<file path="src/rtl/canny_pkg.sv">
// Types and widths shared across the Canny pipeline: magnitude/angle widths,
// the {mag, angle} pixel word and the row feeder state encoding.
package canny_pkg;

    localparam int MAG_W = 20;
    localparam int ANG_W = 2;

    typedef enum logic [1:0] {
        IDLE,
        FILL,
        STREAM,
        FLUSH
    } rowfeed_state_t;

    typedef struct packed {
        logic [MAG_W-1:0] mag;
        logic [ANG_W-1:0] angle;
    } pixel_t;

endpackage

</file>
<file path="src/rtl/mag_row_feeder_line_buffer.sv">
// Circular delay line: dout is the word written DEPTH enabled cycles ago.
// Latency: DEPTH enables; no backpressure, advances only on en.
// Only the pointer is reset; stale contents are never observed because the feeder fills rows before emitting.
module line_buffer #(
    parameter int DEPTH = 64,
    parameter int WIDTH = 22
) (
    input  logic             clk,
    input  logic             rst,
    input  logic             en,
    input  logic [WIDTH-1:0] din,
    output logic [WIDTH-1:0] dout
);

    localparam int AW = (DEPTH > 1) ? $clog2(DEPTH) : 1;

    logic [WIDTH-1:0] mem [DEPTH];
    logic [AW-1:0]    ptr;

    // Read-before-write at the same slot gives exactly DEPTH cycles of delay.
    assign dout = mem[ptr];

    always_ff @(posedge clk or negedge rst) begin
        if (!rst) begin
            ptr <= '0;
        end else if (en) begin
            ptr <= (ptr == AW'(DEPTH - 1)) ? '0 : ptr + AW'(1);
        end
    end

    always_ff @(posedge clk) begin
        if (en) begin
            mem[ptr] <= din;
        end
    end

endmodule

</file>
<file path="src/rtl/mag_row_feeder.sv">
// Three-row magnitude window (R0 top, R1 centre, R2 current) for NMS; 1-cycle registered output.
// Backpressure: in_ready low only while flushing the bottom pad rows (ROWFEED_EDGE_PAD_EN); no output stall.
// ROWFEED_EDGE_PAD_EN: zero-pad top/bottom so every input row becomes a centre row.
module mag_row_feeder #(
    parameter int IMG_WIDTH  = 64,
    parameter int IMG_HEIGHT = 64,
    parameter int MAG_W      = canny_pkg::MAG_W
) (
    input  logic             clk,
    input  logic             rst,
    input  logic             in_sof,
    input  logic             in_valid,
    output logic             in_ready,
    input  logic [MAG_W-1:0] in_mag,
    input  logic [1:0]       in_angle,
    output logic             out_valid,
    output logic [MAG_W-1:0] R0,
    output logic [MAG_W-1:0] R1,
    output logic [MAG_W-1:0] R2,
    output logic [1:0]       out_angle,
    output logic             out_eof
);

    import canny_pkg::*;

    localparam int CW = (IMG_WIDTH > 1) ? $clog2(IMG_WIDTH) : 1;
    localparam int RW = (IMG_HEIGHT > 1) ? $clog2(IMG_HEIGHT) : 1;
`ifdef ROWFEED_EDGE_PAD_EN
    localparam int FILL_LAST_ROW = 0;
`else
    localparam int FILL_LAST_ROW = 1;
`endif

    rowfeed_state_t   state;
    logic [CW-1:0]    col;
    logic [RW-1:0]    row;
    logic             accept;
    logic             last_col;
    logic             last_row;
    logic             lb_en;
    pixel_t           lb1_din;
    pixel_t           lb1_dout;
    logic [MAG_W-1:0] lb0_dout;

    assign in_ready = (state != FLUSH);
    assign accept   = in_valid & in_ready;
    assign last_col = (col == CW'(IMG_WIDTH - 1));
    assign last_row = (row == RW'(IMG_HEIGHT - 1));

    // While flushing, zeros are shifted in so the buffered bottom rows drain out.
    always_comb begin
        lb1_din = '0;
        lb_en   = accept;
        if (accept) begin
            lb1_din.mag   = in_mag;
            lb1_din.angle = in_angle;
        end
`ifdef ROWFEED_EDGE_PAD_EN
        if (state == FLUSH) begin
            lb_en = 1'b1;
        end
`endif
    end

    line_buffer #(
        .DEPTH (IMG_WIDTH),
        .WIDTH ($bits(pixel_t))
    ) u_lb1 (
        .clk  (clk),
        .rst  (rst),
        .en   (lb_en),
        .din  (lb1_din),
        .dout (lb1_dout)
    );

    line_buffer #(
        .DEPTH (IMG_WIDTH),
        .WIDTH (MAG_W)
    ) u_lb0 (
        .clk  (clk),
        .rst  (rst),
        .en   (lb_en),
        .din  (lb1_dout.mag),
        .dout (lb0_dout)
    );

    always_ff @(posedge clk or negedge rst) begin
        if (!rst) begin
            state     <= IDLE;
            col       <= '0;
            row       <= '0;
            out_valid <= 1'b0;
            out_eof   <= 1'b0;
            R0        <= '0;
            R1        <= '0;
            R2        <= '0;
            out_angle <= '0;
        end else begin
            out_valid <= 1'b0;
            out_eof   <= 1'b0;
            // A sof beat is pixel (0,0) from any accepting state; older rows are simply ignored.
            if (accept && in_sof) begin
                state <= FILL;
                col   <= CW'(1);
                row   <= '0;
            end else begin
                case (state)
                    IDLE: begin
                    end
                    FILL: begin
                        if (accept) begin
                            col <= last_col ? '0 : col + CW'(1);
                            row <= last_col ? row + RW'(1) : row;
                            if (last_col && row == RW'(FILL_LAST_ROW)) begin
                                state <= STREAM;
                            end
                        end
                    end
                    STREAM: begin
                        if (accept) begin
                            out_valid <= 1'b1;
                            R2        <= in_mag;
                            R1        <= lb1_dout.mag;
                            out_angle <= lb1_dout.angle;
`ifdef ROWFEED_EDGE_PAD_EN
                            R0        <= (row == RW'(1)) ? '0 : lb0_dout;
`else
                            R0        <= lb0_dout;
`endif
                            if (last_col && last_row) begin
                                col <= '0;
                                row <= '0;
`ifdef ROWFEED_EDGE_PAD_EN
                                state <= FLUSH;
`else
                                out_eof <= 1'b1;
                                state   <= IDLE;
`endif
                            end else begin
                                col <= last_col ? '0 : col + CW'(1);
                                row <= last_col ? row + RW'(1) : row;
                            end
                        end
                    end
`ifdef ROWFEED_EDGE_PAD_EN
                    FLUSH: begin
                        out_valid <= 1'b1;
                        R2        <= '0;
                        R1        <= lb1_dout.mag;
                        R0        <= lb0_dout;
                        out_angle <= lb1_dout.angle;
                        if (last_col) begin
                            out_eof <= 1'b1;
                            col     <= '0;
                            state   <= IDLE;
                        end else begin
                            col <= col + CW'(1);
                        end
                    end
`endif
                    default: state <= IDLE;
                endcase
            end
        end
    end

endmodule

</file>
<file path="config.mk">
export PLATFORM = sky130hd
export DESIGN_NAME = mag_row_feeder
export DESIGN_NICKNAME = d
export VERILOG_FILES = /design/src/rtl/canny_pkg.sv /design/src/rtl/mag_row_feeder_line_buffer.sv /design/src/rtl/mag_row_feeder.sv
export SDC_FILE = /design/constraint.sdc
export NUM_CORES = 2
export LEC_CHECK = 0
export BUFFER_PORTS_ARGS = -buffer_cell sky130_fd_sc_hd__buf_2
export CAP_MARGIN = 20
export CELL_PAD_IN_SITES_DETAIL_PLACEMENT = 1
export CELL_PAD_IN_SITES_GLOBAL_PLACEMENT = 2
export CORE_MARGIN = 2
export CORE_UTILIZATION = 36
export CTS_BUF_LIST = sky130_fd_sc_hd__clkbuf_8
export CTS_CLUSTER_SIZE = 25
export DETAILED_ROUTE_END_ITERATION = 7
export GPL_TIMING_DRIVEN = 0
export PLACE_DENSITY_LB_ADDON = 0.3
export REMOVE_ABC_BUFFERS = 1
export SKIP_LAST_GASP = 1
export SYNTH_ARGS = -nofsm -noshare
export SYNTH_HDL_FRONTEND = slang
export SYNTH_SLANG_ARGS = --single-unit
</file>
<file path="constraint.sdc">
create_clock -name clk -period 4.44 [get_ports clk]
set_input_delay 0.888 -clock clk [delete_from_list [all_inputs] [get_ports clk]]
set_output_delay 0.888 -clock clk [all_outputs]
set_load 0.01 [all_outputs]
</file>
==> metrics.txt <==
Synth area leaders edfxtp_1 (76%), mux4_2 (7.3%), a22oi_1 (2.2%); Clock transition at path regs approximately 0.060 ns; final worst-path setup slack -0.123 ns; TritonCTS buffer count 449; highest net fanout along the worst path 64; Hold/Removal Path Class input port to flop; first-pass GRT wire length around 500,000 um; register area share after synthesis 77.7%; Flop pwr share 41.6%; CTS tree yes; crit-path cells buf_16 -> nor2_4 -> buf_16 -> buf_16 -> buf_12 -> a22oi_1 -> o22ai_1 -> or4_1 -> nor4_1 -> buf_2 -> nand2_8; DRC violations left 0; worst-skew pair later-pin latency 1.13 ns; maxcap violations 0; non-filler instance count after layout about 10,000; final worst path period share 103%; final hold vios 0; Synth top area share 75.6%; r2r worst-path depth 11; failing checks negative setup slack; crit-path leading delay family simple AND/OR/NAND/NOR gates; dominant synthesized flop cell edfxtp_1; htree depth 5; dpl ws -1.66 ns; GR peak layer met2; Clk pwr share about a quarter; Seq. cell area about 83,000 um^2; mean post-synth cell area 19.1 um^2; launching point of the worst reg2reg path u_lb1.ptr[1]$_DFFE_PN0P_; Yosys warnings 0; fmax 0.219 GHz; layout cells sized above 1 roughly 26%; Worst VDD drop roughly 770 uV; Cells after Synth 5,602; initial antenna violation count 33; number of global-route vias before repair slightly above 60,000; Total GRT Usage between 20% and 30%; multi-input logic area 23,500 um^2; Max Slew Vio Count 0; DR pass1 iterations 8; Final Routed Wirelength 359,000 um; CP Launch Type flop; met1 usage 32.1%; Initial Util 36.3%; Hold Path End R2[8]$_DFFE_PN0P_; GPL Wtd Cong 0.791; asr flop ratio synth approximately 3.2%; Core ar. 295,000 um^2; Vias roughly 61,000; R2R setup slack -0.12 ns; mapped cell area 107,000 um^2; final setup violation count 74; Unique masters post-synth 75; pin slew with the least headroom to its limit 1.45 ns; Sw Ratio around 37%; WL/cell 34.4 um; CP Launch Point u_lb1.ptr[1]$_DFFE_PN0P_; Final #Nets 6,142; Row Count just under 200; clk root buf clkbuf_8; slowest library cell on the worst path dfrtp_4; critical path class flop to flop; boundary pin count about 90; final instance area 127,000 um^2; Die Span Y 549 um; fill count 27,800; R2R Path End u_lb0.mem[9][12]$_DFFE_PP_; Layout Utilization 43.1%; clk buf depth 4; Setup Skew 0.112 ns; Rel. slew slack 3.17%; pin count of the biggest net entering global routing 75; post-layout minimum cycle time 4.56 ns; PD cells 677 nW/um^2; Worst path max stage delay 0.71 ns; number of I/O port buffers 90; Post-synth EDFFs around 2,700; crit path DAT 5.14 ns; CP endpoint kind flop; Placed Instances 9,492; Final HPWL DP 220,000 um; P_sw 0.0314 W; area leader, netlist edfxtp_1; final hold slack roughly 0.12 ns; Worst EP required 5.02 ns; Die Area 301,000 um^2; Synth Register Bits 2,778; met3 usage 5.25%; Final ANT Viol Nets 0; Leak 40.6 nW; most used cell, CP buf_16; GR Util met2 a little over a third; DR iter-0 viols between 8,000 and 9,000; internal power 0.0544 W; part of the power in combinational logic 34.1%; hold_sp in_mag[8]; chip width 549 um; hold path depth 3; vias per cell between 5 and 6; gr ovfl total 0; Placed Area 117,000 um^2; layout overhead on the synthesized area 18.8%; clock sink count 2,778; Bufs and invs on worst path 5; outcome finished with violations
-- layout by cell type, fill, tap and decap left out, types with 21 or more instances in the layout --
cell type  count
clkbuf_8     468
buf_2         93
o221ai_1      25
a22oi_1      314
nor2_1        94
inv_1        175
nand3_1       77
nor3_1        38
a21oi_1       90
mux4_2       345
or3b_2        40
a221oi_1     152
buf_8         66
buf_16       102
clkinv_2      45
a31oi_1       27
dfrtp_1       81
a22o_1        43
mux2i_1      183
buf_4         44
nor2_4        98
clkinv_1     108
nor2_2        37
nand3b_1      51
and3_2        21
edfxtp_1    2688
buf_12       109
nand2_1      159
mux2_2        61
o21ai_0       69
o22ai_1      164
-- state kept, by name, indices dropped and copies added, names as in the netlist --
register / cells
state: 2
u_lb0.ptr: 6
out_valid: 1
out_eof: 1
col: 6
R0: 20
R2: 20
u_lb1.ptr: 6
out_angle: 2
row: 6
u_lb0.mem: 1280
u_lb1.mem: 1408
R1: 20
-- worst min-delay path: stages --
cell and delay (ns):
buf_2 0.15, nand2_1 0.07, nand2_1 0.04
-- area by class of cell --
cell class,instances,area share (%)
antenna,11,0.0217
clock buffer,468,5.08
clock inverter,361,1.49
inverter,8,0.0463
multi-input combinational,2435,18.5
sequential,2778,65.4
tap,3919,3.86
timing repair buffer,439,5.54
-- worst max-delay path by stage --
stage,depth (start not counted),to
after floorplan,2,u_lb0.mem[57][0]$_DFFE_PP_
after global placement,6,u_lb0.mem[52][19]$_DFFE_PP_
after detailed placement,11,u_lb0.mem[53][2]$_DFFE_PP_
after CTS,9,u_lb0.mem[9][0]$_DFFE_PP_
after global routing,12,R1[0]$_DFFE_PN0P_
final,11,u_lb0.mem[9][12]$_DFFE_PP_
-- stage by stage --
step                total power (W)  setup TNS [ns]
floorplan                    0.0492               -
global placement             0.0547               -
detailed placement           0.0636        -1299.04
CTS                          0.0854          -15.51
global route                 0.0887          -0.265
finish                       0.0859           -4.06
-- layer usage --
| layer | wire, um | part of all wire [%] | vias to the layer above |
|---|---|---|---|
| met4 | 13400 | 3.7 | 4 |
| li1 | - | - | 24600 |
| met3 | 33400 | 9.3 | 569 |
| met5 | 31 | 0.0086 | - |
| met2 | 164000 | 46 | 3020 |
| met1 | 148000 | 41 | 32800 |
-- power groups by stage --
stage | Clock (W) | Combinational [W] | Sequential [W]
floorplan | 0 | 0.0119 | 0.0373
global placement | 0 | 0.0181 | 0.0366
detailed placement | 0 | 0.0272 | 0.0364
CTS | 0.0213 | 0.0284 | 0.0357
global route | 0.0223 | 0.0305 | 0.0358
finish | 0.0209 | 0.0293 | 0.0357
-- cells by family after synthesis --
logic type / share of synthesized area [%]
and+or+nand+nor: 3.75
xor gates and xnor gates: 0.0492
muxes: 9.63
AOI/OAI and AO/OA: 7.19
buffers and inverters: 1.64
adders and majority gates: 0.0586
DFF: 77.7
-- cell usage after synthesis, types with 12 or more instances --
cell type / instances
o21ai_0: 74
nand4_1: 19
nor2b_1: 14
a31oi_1: 27
nand2_1: 169
o22a_1: 18
a2111oi_0: 20
nand3_1: 82
mux2_2: 61
edfxtp_1: 2688
buf_1: 82
nor3_1: 43
buf_2: 114
a211oi_1: 12
a221o_1: 20
o221ai_1: 26
and3_1: 33
o22ai_1: 166
a221oi_1: 156
mux4_2: 345
or3b_2: 41
a21oi_1: 92
nor2_1: 227
nor4_1: 20
clkbuf_1: 176
dfrtp_1: 90
buf_4: 13
nand3b_1: 51
a22oi_1: 317
mux2i_1: 183
a22o_1: 43
-- repair_timing --
item | 4_1_cts | 5_1_grt
endpoints found under the setup margin | 3018 | 407
cloned | 7 | 5
buffers inserted | 34 | 22
pin swaps | 17 | 11
hold buffers | 13 | 0
hold endpoints to repair | 51 | 0
resized for setup | 52 | 26
Power figures use the tool's default switching activity.
